===== config.mk =====
export PLATFORM = sky130hd
export DESIGN_NAME = div16q24
export DESIGN_NICKNAME = d
export VERILOG_FILES = /design/src/rtl/div16q24.sv
export SDC_FILE = /design/constraint.sdc
export NUM_CORES = 1
export LEC_CHECK = 0
export BUFFER_PORTS_ARGS = -buffer_cell sky130_fd_sc_hd__buf_4
export CAP_MARGIN = 20
export CELL_PAD_IN_SITES_DETAIL_PLACEMENT = 0
export CELL_PAD_IN_SITES_GLOBAL_PLACEMENT = 2
export CORE_UTILIZATION = 39
export DETAILED_ROUTE_END_ITERATION = 12
export PLACE_DENSITY = 0.95
export SETUP_SLACK_MARGIN = 0.1
export SYNTH_ARGS = -nofsm -noshare
export SYNTH_HDL_FRONTEND = slang
export SYNTH_SLANG_ARGS = --single-unit

===== constraint.sdc =====
create_clock -name clk -period 8.75 [get_ports clk]
set_input_delay 1.3125 -clock clk [delete_from_list [all_inputs] [get_ports clk]]
set_output_delay 1.3125 -clock clk [all_outputs]
set_load 0.005 [all_outputs]

===== src/rtl/div16q24.sv =====
// Unsigned 16/16 divider producing a Q1.23 quotient by radix-2 restoring division (optional rounding: DIV16Q24_ROUND_EN).
// Latency: iv captured at edge k -> qout/ov valid in the cycle after edge k+25. No backpressure; iv outside IDLE is dropped.
module div16q24 (
    input  logic        clk,
    input  logic        rst_n,
    input  logic [15:0] ain,
    input  logic [15:0] bin,
    input  logic        iv,
    output logic [23:0] qout,
    output logic        ov
);

    typedef enum logic [1:0] {
        IDLE = 2'd0,
        RUN  = 2'd1,
        DONE = 2'd2
    } state_t;

    state_t      state;
    state_t      state_nxt;
    logic [15:0] dvsr;
    logic [16:0] rem;
    logic [23:0] quo;
    logic [4:0]  cnt;
    logic        sat;

    logic [16:0] trial;
    logic [16:0] diff;
    logic        ge;
    logic [23:0] res;

    // The first step compares the raw dividend (integer bit); later steps shift the remainder.
    always_comb begin
        trial = (cnt == 5'd0) ? rem : {rem[15:0], 1'b0};
        ge    = (trial >= {1'b0, dvsr});
        diff  = trial - {1'b0, dvsr};
    end

`ifdef DIV16Q24_ROUND_EN
    logic        rbit;
    logic [24:0] rsum;

    // The 25th quotient bit falls out of the final remainder, so rounding costs no extra cycle.
    always_comb begin
        rbit = ({rem[15:0], 1'b0} >= {1'b0, dvsr});
        rsum = {1'b0, quo} + {24'd0, rbit};
        res  = (sat || rsum[24]) ? 24'hFFFFFF : rsum[23:0];
    end
`else
    always_comb begin
        res = sat ? 24'hFFFFFF : quo;
    end
`endif

    always_comb begin
        state_nxt = state;
        case (state)
            IDLE:    if (iv) state_nxt = RUN;
            RUN:     if (cnt == 5'd23) state_nxt = DONE;
            DONE:    state_nxt = IDLE;
            default: state_nxt = IDLE;
        endcase
    end

    always_ff @(posedge clk or negedge rst_n) begin
        if (!rst_n) begin
            state <= IDLE;
            dvsr  <= 16'd0;
            rem   <= 17'd0;
            quo   <= 24'd0;
            cnt   <= 5'd0;
            sat   <= 1'b0;
            qout  <= 24'd0;
            ov    <= 1'b0;
        end else begin
            state <= state_nxt;
            ov    <= 1'b0;
            case (state)
                IDLE: begin
                    if (iv) begin
                        dvsr <= bin;
                        rem  <= {1'b0, ain};
                        quo  <= 24'd0;
                        cnt  <= 5'd0;
                        // Quotient would need a second integer bit (or is undefined): clamp.
                        sat  <= (bin == 16'd0) || ({1'b0, ain} >= {bin, 1'b0});
                    end
                end
                RUN: begin
                    rem <= ge ? diff : trial;
                    quo <= {quo[22:0], ge};
                    cnt <= cnt + 5'd1;
                end
                DONE: begin
                    qout <= res;
                    ov   <= 1'b1;
                end
                default: ;
            endcase
        end
    end

endmodule


Word level (Yosys, flattened, before mapping). Index checks and enable logic that the tools add are counted.

Register bits: 90. Input bits: 35. Word-level logic and storage cells: 38.

Add/subtract/negate cells: 2. $lt $le $gt $ge: 2. Eq/ne operators: 5. Multiplexer cells: 13. Reductions and logical operators: 8.

Operators by type and width (number): $mux W17 (3); $mux W24 (2); $pmux W24 S2 (1); $pmux W17 S2 (1); $ge A16 B17 Y1 (1); $ge A17 B16 Y1 (1); $sub A17 B16 Y17 (1); $logic_not A16 Y1 (1); $pmux W5 S2 (1); $reduce_and A2 Y1 (3); $add A5 B1 Y5 const B (1); $eq A5 B5 Y1 const B (1); $logic_not A5 Y1 (1); $mux W5 (1); $mux W2 (2); $ne A2 B2 Y1 const B (2); $pmux W2 S2 (1); $eq A2 B1 Y1 const B (1); $eq A2 B2 Y1 const B (1); $logic_not A2 Y1 (1); $reduce_bool A2 Y1 (1); $logic_or A1 B1 Y1 (1); $mux W1 (1).

Longest topological paths before layout. Gate-level depths: netlist of the first run.

Depth in word-level cells: 5. Gate-level depth with buffers: 15.

Least setup slack after synthesis of the first run. OpenSTA, ideal clock, no wires.

Path type: reg-to-reg. Start: reg cnt[0]. End: reg rem[13]. Library setup time: 87 ps. Arrival: 3456 ps. Required time: 8663 ps. Slack: 5207 ps. Cell stages (with the launch flop): 14. Buffers on the path: 1. Clock period less this slack: 3543 ps. Path through: dfrtp_1 > inv_1 > ha_1 > nor4b_4 > buf_2 > mux2_1 > ha_1 > a21o_1 > a311oi_1 > nor2_1 > o311ai_0 > a21oi_1 > a311o_1 > a22oi_1.

Longest elaborated chain between the ends: 5.

Ends and longest elaborated chain: start, declared (line 24) `logic [4:0] cnt;`; start signal, assigned (line 92) `cnt <= cnt + 5'd1;`; $logic_not A5 Y1 (*) (line 34) `trial = (cnt == 5'd0) ? rem : {rem[15:0], 1'b0};`; $mux W17 (*) (line 34); $sub A17 B16 Y17 or $ge A17 B16 Y1 (tied branches) (line 36, 35); $mux W17 (*) (line 90) `rem <= ge ? diff : trial;`; $pmux W17 S2 (*) (line 78) `case (state)`; end signal, assigned (line 82) `rem <= {1'b0, ain};`; end signal, assigned (line 90); end, declared (line 22) `logic [16:0] rem;`.

Mark *: on every way between the ends. The rest lies on a longest branch, timed or not. A chain may end at the register's enable or synchronous reset.

Worst setup path in the final report of the first run.
Start: reg cnt[1]. End: reg rem[2].

Same word-level chain as after synthesis.

==> flow_summary.yaml, run 1 <==
synthesis:
  synthArstFlopShare_pct: 100
  synth_edf_count: 0
  yosysTopAreaCellShare_pct: 42.1
  ys_top_cells_by_area: "dfrtp_1 (42%), nand2_1 (9.3%), ha_1 (7.7%)"
  synthFlopType: "dfrtp_1"
  ys_warn_count: 0
  syn-num-nets: 696
  syn-instance-count: 627
  synth.distinct_cells: 56
  ys_seq_area_share_pct: 42.1
  post_synth.cell_area_avg_um2: 8.53
  synth.largest_area_cell: "dfrtp_1"
  ys_ff_latch: 90
  syn_area_um2: 5350
routing:
  ant_nets: 0
  wl_per_cell_um: 14.4
  via_per_inst: 5.14
  drcViolationCount: 0
  drt_iter0_markers: 313
  wirelength_um: 12300
  drtPass1Iterations: 4
  via_count: 4373
setup_path:
  crit_path_max_incr_delay_ns: 0.55
  critPathLaunchType: "register"
  worstSetupPathType: "reg2reg"
  cp_top_family: "simple AND/OR/NAND/NOR gates"
  rr_worst_depth: 13
  crit_arrival_ns: 4.01
  reg2reg_slack_ns: 5.01
  reg2reg_from: "cnt[1]"
  path_cells: "inv_1 -> ha_1 -> nor4b_4 -> buf_4 -> mux2_1 -> ha_1 -> and4_1 -> and3_1 -> o21a_1 -> nor4_1 -> o311a_4 -> or4_4 -> o211ai_2"
  timing.rr.end: "rem[2]"
  cp_slowest_cell: "or4_4"
  critPathCaptureType: "register"
  cp_max_fo: 22
  cp_num_buf_inv: 2
  cpMostUsedCell: "ha_1"
  required_ns: 9.02
clock_network:
  postCtsSetupBuffers: 0
  cts_buffers: 9
  cts.sinks: 90
  clock_latency_ns: 0.35
  cts.clk_slew.worst_paths_ns: 0.07
  ctsHoldBuffers: 0
  cts_root_buffer: "clkbuf_16"
  clockBufferDepth: 2
  tritoncts: "done"
  cts.repair.resized: 0
  cts_htree_levels: 3
pwr:
  ir_drop_mv: 0.221
  leakage_uw: 0.00298
  power.density_cell_area_nw_per_um2: 426
  power_frac_clock_pct: 15.9
  switchingPower_uw: 1140
  seq_power_share_pct: 26.7
  p_comb_share_pct: 57.4
  switching_share_pct: 42.8
  internal_power_uw: 1520
min_path:
  hp-class: "reg2reg"
  min_from: "qout[6]"
  hold_depth: 2
  min_to: "qout[6]"
floorplanning:
  placeableCoreArea_um2: 13300
  die_h_um: 119
  dieWidth_um: 119
  rows: 42
  dieArea_um2: 14200
  start_util_pct: 40.2
  io_pins: 60
timing:
  fin_skew_ns: 0.00491
  setup_viol: 0
  maxSlewHeadroom_pct: 43.9
  timing.fmax_mhz: 267
  fin_tns_setup_ns: 0
  hold_violations: 0
  fin_crit_sh_pct: 42.8
  grt_setup_unrepaired: "no"
  fin_crit_ns: 3.74
  tightest_slew_ns: 0.841
  finalMaxSlewViolations: 0
finish:
  layout_commonest_cell: "nand2_1"
  fill_cells: 1307
  register_area_um2: 2250
  drive_gt1_share_pct: 13.0
  final_area_um2: 6250
  multi_input_area_um2: 2820
  fin_util_pct: 47.0
  nNetsFinal: 739
  area_growth_pct: 16.9
  final_cell_mix: "nand2_1 (132), dfrtp_1 (90), o21ai_1 (72)"
  antenna_cells: 0
placed_design:
  placed_cell_area_um2: 5930
  port_buffers: 59
  hpwl_um: 9030
  place_congestion: 0.889
global_route:
  grt_pass1_wl_um: 20500
  grt_usage_pct: 18.4
  antenna_found_initial: 0
  grt_pass1_vias: 4072
  grt_max_degree: 54
  overflow: 0
flow_run:
  maxCapViolCount: 0
status:
  status: "finished clean"
[worst register-to-register path: stages, from the launching register on]
cell and delay, ns:
dfrtp_1 0.41, inv_1 0.09, ha_1 0.14, nor4b_4 0.18, buf_4 0.30, mux2_1 0.39
ha_1 0.39, and4_1 0.25, and3_1 0.19, o21a_1 0.17, nor4_1 0.07, o311a_4 0.46
or4_4 0.56, o211ai_2 0.07
[sequential cells by signal, indices dropped and copies added (netlist names)]
register	count
cnt	5
dvsr	16
ov	1
qout	24
quo	24
rem	17
sat	1
state	2
[metal layers]
layer	wire [um]	track usage [%]	share of wire, %
met3	501	4.36	4.1
met5	0	0	0
met2	5730	28.6	47
met4	193	4.67	1.6
met1	5870	25.5	48
[logic make-up after synthesis]
kind of cell | Yosys count | share of synthesized area, %
compound gates | 153 | 17.2
xor+xnor | 9 | 1.47
fa+ha+maj | 34 | 8.09
buf+inv | 73 | 5.38
flops | 90 | 42.1
mux | 28 | 5.57
simple gates | 240 | 20.2
[stage by stage]
| stage | power [uW] | setup slack [ns] | instances | hold WS (ns) |
|---|---|---|---|---|
| floorplan | 1920 | 5.21 | 627 | 0.452 |
| global placement | 2210 | 5.11 | 835 | 0.467 |
| detailed placement | 2230 | 5.04 | 835 | 0.478 |
| CTS | 2670 | 5.01 | 851 | 0.493 |
| global route | 2920 | 4.78 | 851 | 0.517 |
| finish | 2660 | 5.01 | 851 | 0.485 |
[Yosys cell counts, types with 2 or more instances]
master	instances
nor3_1	4
o21ai_1	72
and4_1	2
buf_2	2
o21bai_1	3
nand2_1	132
a32o_1	2
nor4_1	10
and2_1	2
inv_1	39
nand3_1	9
o31a_1	5
a211o_1	2
a21o_1	9
mux2_1	14
nor2_1	44
xnor2_1	4
buf_1	6
nand4_1	4
a22oi_1	2
and3_1	13
nand2b_1	7
dfrtp_1	90
o21a_1	2
clkbuf_1	23
a31oi_1	3
ha_1	33
xor2_1	5
mux2i_1	14
nor2b_1	6
a21oi_1	29
a221oi_1	2
o31ai_1	2
o21ai_0	9
[power groups by stage]
| stage | Sequential (uW) | Clock, uW | Combinational (uW) |
|---|---|---|---|
| final | 711 | 423 | 1530 |
| after global routing | 735 | 454 | 1730 |
| after CTS | 713 | 434 | 1530 |
| after detailed placement | 720 | 0 | 1510 |
| after global placement | 714 | 0 | 1490 |
| after floorplan | 672 | 0 | 1240 |
[worst max path at each step]
stage            from  endpoint  slack [ns]  cells past startpoint
3_5_place_dp   cnt[0]    rem[2]        5.04                     13
4_1_cts        cnt[0]    rem[2]        5.01                     13
6_report       cnt[1]    rem[2]        5.01                     13
3_3_place_gp   cnt[0]    rem[2]        5.11                     13
2_1_floorplan  cnt[0]   rem[13]        5.21                     13
5_1_grt        cnt[0]   rem[14]        4.78                     14
[final cells by class]
| class | count | area share [%] |
|---|---|---|
| Clock buffer | 10 | 3.66 |
| Clock inverter | 6 | 1.54 |
| Inverter | 40 | 2.40 |
| Multi-Input combinational cell | 464 | 45.1 |
| Sequential cell | 90 | 36.0 |
| Tap cell | 176 | 3.52 |
| Timing Repair Buffer | 65 | 7.80 |
(Power assumes the default switching activity.)
==> inputs of run 2 (changes only) <==
--- a/config.mk
+++ b/config.mk
@@ -9,9 +9,9 @@
 export CAP_MARGIN = 20
 export CELL_PAD_IN_SITES_DETAIL_PLACEMENT = 0
 export CELL_PAD_IN_SITES_GLOBAL_PLACEMENT = 2
-export CORE_UTILIZATION = 39
+export CORE_UTILIZATION = 36
 export DETAILED_ROUTE_END_ITERATION = 12
-export PLACE_DENSITY = 0.95
+export PLACE_DENSITY = 0.89
 export SETUP_SLACK_MARGIN = 0.1
 export SYNTH_ARGS = -nofsm -noshare
 export SYNTH_HDL_FRONTEND = slang
==> constraint.sdc (replaced) <==
create_clock -name clk -period 3.9 [get_ports clk]
set_input_delay 0.585 -clock clk [delete_from_list [all_inputs] [get_ports clk]]
set_output_delay 0.585 -clock clk [all_outputs]
set_load 0.005 [all_outputs]
==> run 2 against run 1 <==
Compared with the run above:
- worst hold slack worse by 0.12 ns
- sequential power increased by 130%
- flip-flop and latch count is the same
- critical path depth down 1
- final cell count rose by 1.4%
- power rose by 130%
- cell area increased by 0.62%
- clock-buffer cell count down 1
- fmax is 2.8% higher
- die area grew 8.2%
- critical path type unchanged
- critical endpoint unchanged
==> flow_summary.yaml, run 2 (synthesis gave the netlist of run 1 again) <==
timing:
  setup_viol: 0
  tightest_slew_ns: 0.909
  fin_crit_ns: 3.64
  fin_skew_ns: 0.00558
  finalMaxSlewViolations: 0
  grt_setup_unrepaired: "no"
  fin_tns_setup_ns: 0
  timing.fmax_mhz: 275
  maxSlewHeadroom_pct: 39.4
  hold_violations: 0
  fin_crit_sh_pct: 93.3
  holdWs_ns: 0.364
setup_path:
  cpMostUsedCell: "ha_1"
  path_cells: "inv_1 -> ha_1 -> nor4b_4 -> buf_12 -> buf_4 -> mux2_1 -> ha_1 -> a21o_1 -> a21oi_1 -> o311a_4 -> or4_4 -> o211ai_2"
  critPathLaunchType: "register"
  required_ns: 4.17
  critPathCaptureType: "register"
  cp_max_fo: 12
  crit_arrival_ns: 3.91
  crit_path_max_incr_delay_ns: 0.53
  worstSetupPathType: "reg2reg"
  cp_slowest_cell: "or4_4"
  reg2reg_slack_ns: 0.26
global_route:
  grt_pass1_vias: 4230
  overflow: 0
  grt_max_degree: 71
  antenna_found_initial: 1
  grt_usage_pct: 17.9
  grt_pass1_wl_um: 21000
floorplanning:
  placeableCoreArea_um2: 14500
  io_pins: 60
  dieWidth_um: 124
  dieArea_um2: 15400
  die_h_um: 124
  rows: 44
  start_util_pct: 36.8
clock_network:
  tritoncts: "done"
  ctsHoldBuffers: 0
  cts_buffers: 9
  cts_root_buffer: "clkbuf_16"
  clock_latency_ns: 0.35
  cts.clk_slew.worst_paths_ns: 0.07
  cts_htree_levels: 3
  clockBufferDepth: 2
  cts.sinks: 90
routing:
  drcViolationCount: 0
  wl_per_cell_um: 15.1
  via_count: 4483
  ant_nets: 0
  drt_iter0_markers: 213
  wirelength_um: 13000
  via_per_inst: 5.19
  drtPass1Iterations: 4
placed_design:
  place_congestion: 0.836
  hpwl_um: 9310
  placed_cell_area_um2: 5970
  port_buffers: 59
finish:
  fill_cells: 1470
  final_area_um2: 6290
  layout_commonest_cell: "nand2_1"
  final_cell_mix: "nand2_1 (132), dfrtp_1 (90), o21ai_1 (72)"
  nNetsFinal: 743
  fin_util_pct: 43.3
  area_growth_pct: 17.6
  drive_gt1_share_pct: 14.0
  reg.largest.list: "qout: 24 flops, quo: 24 flops, rem: 17 flops"
status:
  status: "finished clean"
pwr:
  power.density_cell_area_nw_per_um2: 957
  ir_drop_mv: 0.385
  switchingPower_uw: 2660
  switching_share_pct: 44.1
  p_comb_share_pct: 59.9
  seq_power_share_pct: 26.5
  power_frac_clock_pct: 13.6
  internal_power_uw: 3370
  design_power_total_uw: 6030
  leakage_uw: 0.00298
min_path:
  hp-class: "in2async"
flow_run:
  maxCapViolCount: 0
[run 2: cell count changes in the layout (fill, tap and decap cells not counted), sizes merged]
cell,change
clkinvlp,+1
o311a,+1
clkbuf,-1
clkinv,+1
bufinv,-2
diode,+1
buf,+3
[run 2: worst max-delay path, delay by kind of cell, from the launching register on]
family	cells	cell delay, ns
AOI/OAI and AO/OA	4	1.00
adders and majority gates	2	0.57
buffers and inverters	3	0.42
DFF	1	0.42
muxes	1	0.35
and+or+nand+nor	2	0.77
[run 2: power groups by stage]
| stage | combinational (uW) | clock [uW] | sequential, uW |
|---|---|---|---|
| 4_1_cts | 3490 | 848 | 1600 |
| 3_3_place_gp | 3390 | 0 | 1600 |
| 5_1_grt | 4030 | 883 | 1650 |
| 2_1_floorplan | 2790 | 0 | 1510 |
| 6_report | 3610 | 821 | 1600 |
| 3_5_place_dp | 3470 | 0 | 1610 |
[run 2: timing repair]
| item | CTS | global route |
|---|---|---|
| endpoints found under the setup margin | 0 | 14 |
| buffers inserted | 0 | 1 |
| resized for setup | 0 | 5 |
[run 2: layout make-up]
type                            count  area (um^2)  area share [%]
Antenna cell                        1         2.50          0.0398
Clock inverter                      6         50.0           0.795
Timing Repair Buffer               68          523            8.31
Tap cell                          184          230            3.66
Clock buffer                        9          225            3.58
Sequential cell                    90         2250            35.8
Multi-Input combinational cell    465         2860            45.4
Inverter                           40          150            2.39
[run 2: path summary, 6_finish.rpt]
check                          from        to  cells after the start
max                          cnt[0]    rem[2]                     12
min                           rst_n   qout[5]                      1
max reg2reg                  cnt[0]    rem[2]                     12
min reg2reg                qout[15]  qout[15]                      2
max in group asynchronous     rst_n       sat                      2
min in group clk             bin[4]   dvsr[4]                      3
[run 2: through the flow]
stage	setup slack (ns)	instances
2_1_floorplan	0.357	627
3_3_place_gp	0.311	845
3_5_place_dp	0.255	845
4_1_cts	0.229	860
5_1_grt	0.0940	862
6_report	0.261	863
[run 2: routing by layer]
metal	routed length [um]	up-vias	GRT usage [%]
li1	-	2253	-
met3	623	9	4.72
met2	6120	90	29.4
met5	0	-	0
met4	125	0	4.61
met1	6160	2131	23.2
==> inputs of run 3 (changes only) <==
--- a/config.mk
+++ b/config.mk
@@ -5,12 +5,12 @@
 export SDC_FILE = /design/constraint.sdc
 export NUM_CORES = 1
 export LEC_CHECK = 0
-export BUFFER_PORTS_ARGS = -buffer_cell sky130_fd_sc_hd__buf_4
 export CAP_MARGIN = 20
 export CELL_PAD_IN_SITES_DETAIL_PLACEMENT = 0
 export CELL_PAD_IN_SITES_GLOBAL_PLACEMENT = 2
-export CORE_UTILIZATION = 36
+export CORE_UTILIZATION = 39
 export DETAILED_ROUTE_END_ITERATION = 12
+export DONT_BUFFER_PORTS = 1
 export PLACE_DENSITY = 0.89
 export SETUP_SLACK_MARGIN = 0.1
 export SYNTH_ARGS = -nofsm -noshare
==> run 3 against run 2 <==
Compared with the run above:
- via count down 2.7%
- critical path type unchanged
- utilization up 2.2 points
- largest power group unchanged
- setup slack worse by 0.069 ns
- clock-buffer cell count up 2
==> flow_summary.yaml, run 3 (synthesis gave the netlist of run 1 again) <==
timing:
  fin_crit_sh_pct: 95.1
  timing.fmax_mhz: 270
  fin_skew_ns: 0.0110
  maxSlewHeadroom_pct: 24.9
  fin_ws_ns: 0.192
  setup_viol: 0
  finalMaxSlewViolations: 0
  tightest_slew_ns: 1.13
  holdWs_ns: 0.141
  fin_crit_ns: 3.71
  fin_tns_setup_ns: 0
  hold_violations: 0
  grt_setup_unrepaired: "yes"
setup_path:
  timing.rr.end: "rem[13]"
  path_cells: "inv_1 -> ha_1 -> nor4b_4 -> buf_4 -> clkbuf_16 -> mux2_1 -> ha_1 -> a21o_1 -> a311oi_1 -> nor2_1 -> o311ai_1 -> a21oi_1 -> a311o_1 -> a22oi_1"
  reg2reg_slack_ns: 0.19
  crit_path_max_incr_delay_ns: 0.46
  crit_arrival_ns: 3.96
  rr_worst_depth: 14
  required_ns: 4.15
  critPathCaptureType: "register"
  cp_max_fo: 8
  critPathLaunchType: "register"
  worstSetupPathType: "reg2reg"
  cp_slowest_cell: "o311ai_1"
  reg2reg_from: "cnt[0]"
  cpMostUsedCell: "ha_1"
finish:
  reg.largest.list: "qout: 24 flops, quo: 24 flops, rem: 17 flops"
  nNetsFinal: 695
  area_growth_pct: 13.1
  final_cell_mix: "nand2_1 (132), dfrtp_1 (90), o21ai_1 (72)"
  drive_gt1_share_pct: 8.57
  antenna_cells: 0
  layout_commonest_cell: "nand2_1"
  final_area_um2: 6050
floorplanning:
  rows: 42
  io_pins: 60
  die_h_um: 119
  start_util_pct: 40.2
  dieArea_um2: 14200
  dieWidth_um: 119
  placeableCoreArea_um2: 13300
placed_design:
  pre_cts_slack_ns: 0.282
  placed_cell_area_um2: 5510
  place_congestion: 0.860
  port_buffers: 0
  hpwl_um: 9270
pwr:
  leakage_uw: 0.00280
  power.density_cell_area_nw_per_um2: 1060
  ir_drop_mv: 0.533
  design_power_total_uw: 6390
global_route:
  grt_max_degree: 91
  grt_pass1_wl_um: 21800
  antenna_found_initial: 0
  grt_pass1_vias: 4198
  overflow: 0
  grt_usage_pct: 19.8
clock_network:
  cts_buffers: 9
  cts.clk_slew.worst_paths_ns: 0.06
  clockBufferDepth: 2
  cts_htree_levels: 3
  cts.sinks: 90
  clock_latency_ns: 0.35
  tritoncts: "done"
  cts_root_buffer: "clkbuf_16"
status:
  status: "finished clean"
routing:
  wl_per_cell_um: 17.2
  drcViolationCount: 0
  via_count: 4360
  drt_iter0_markers: 289
  drtPass1Iterations: 5
  ant_nets: 0
  wirelength_um: 13900
  via_per_inst: 5.41
flow_run:
  maxCapViolCount: 0
min_path:
  hp-class: "in2async"
run 3: report_power, final:
| part | total, uW | leakage, uW | internal [uW] | switching (uW) |
|---|---|---|---|---|
| sequential | 1610 | 0.00104 | 1320 | 286 |
| combinational | 3900 | 0.00162 | 1770 | 2130 |
| clock | 886 | 0.000146 | 512 | 374 |
| total | 6390 | 0.00280 | 3610 | 2790 |
run 3: final cells by class:
class	instances	area [um^2]
Clock buffer	11	243
Timing Repair Buffer	19	193
Tap cell	176	220
Inverter	40	150
Fill cell	1302	7240
Multi-Input combinational cell	466	2940
Sequential cell	90	2250
Clock inverter	4	52.6
run 3: worst max path at each step:
stage                    to  slack (ns)  startpoint  depth (start not counted)
global route         rem[9]       -0.05      cnt[0]                         14
CTS                 rem[12]        0.24      cnt[0]                         13
finish              rem[13]        0.19      cnt[0]                         14
floorplan           rem[13]        0.36      cnt[0]                         13
global placement     rem[2]        0.32      cnt[0]                         13
detailed placement   rem[2]        0.28      cnt[0]                         13
run 3: critical path, delay by kind of cell, from the launching register on:
kind	cells	cell delay, ns
fa+ha+maj	2	0.44
buf+inv	3	0.41
mux	1	0.34
flops	1	0.42
compound gates	6	1.59
simple gates	2	0.40
run 3: through the flow:
step                utilization (%)  std cells
CTS                            43.9        793
global route                   45.5        806
global placement               41.4        777
finish                         45.5        806
floorplan                         -        627
detailed placement             41.4        777
run 3: metal layers:
metal	share of wire, %	vias to the layer above	global-route usage [%]	wire length (um)
met4	3.1	0	8.78	430
met5	0	-	0	0
met1	45	2090	25.3	6250
met3	4.1	24	4.74	576
li1	-	2159	-	-
met2	48	87	31.8	6620
run 3: timing repair:
item	CTS	global route
hold buffers	1	0
gates resized for setup	0	14
setup endpoints to repair	0	18
buffers inserted	0	10
hold endpoints to repair	90	0
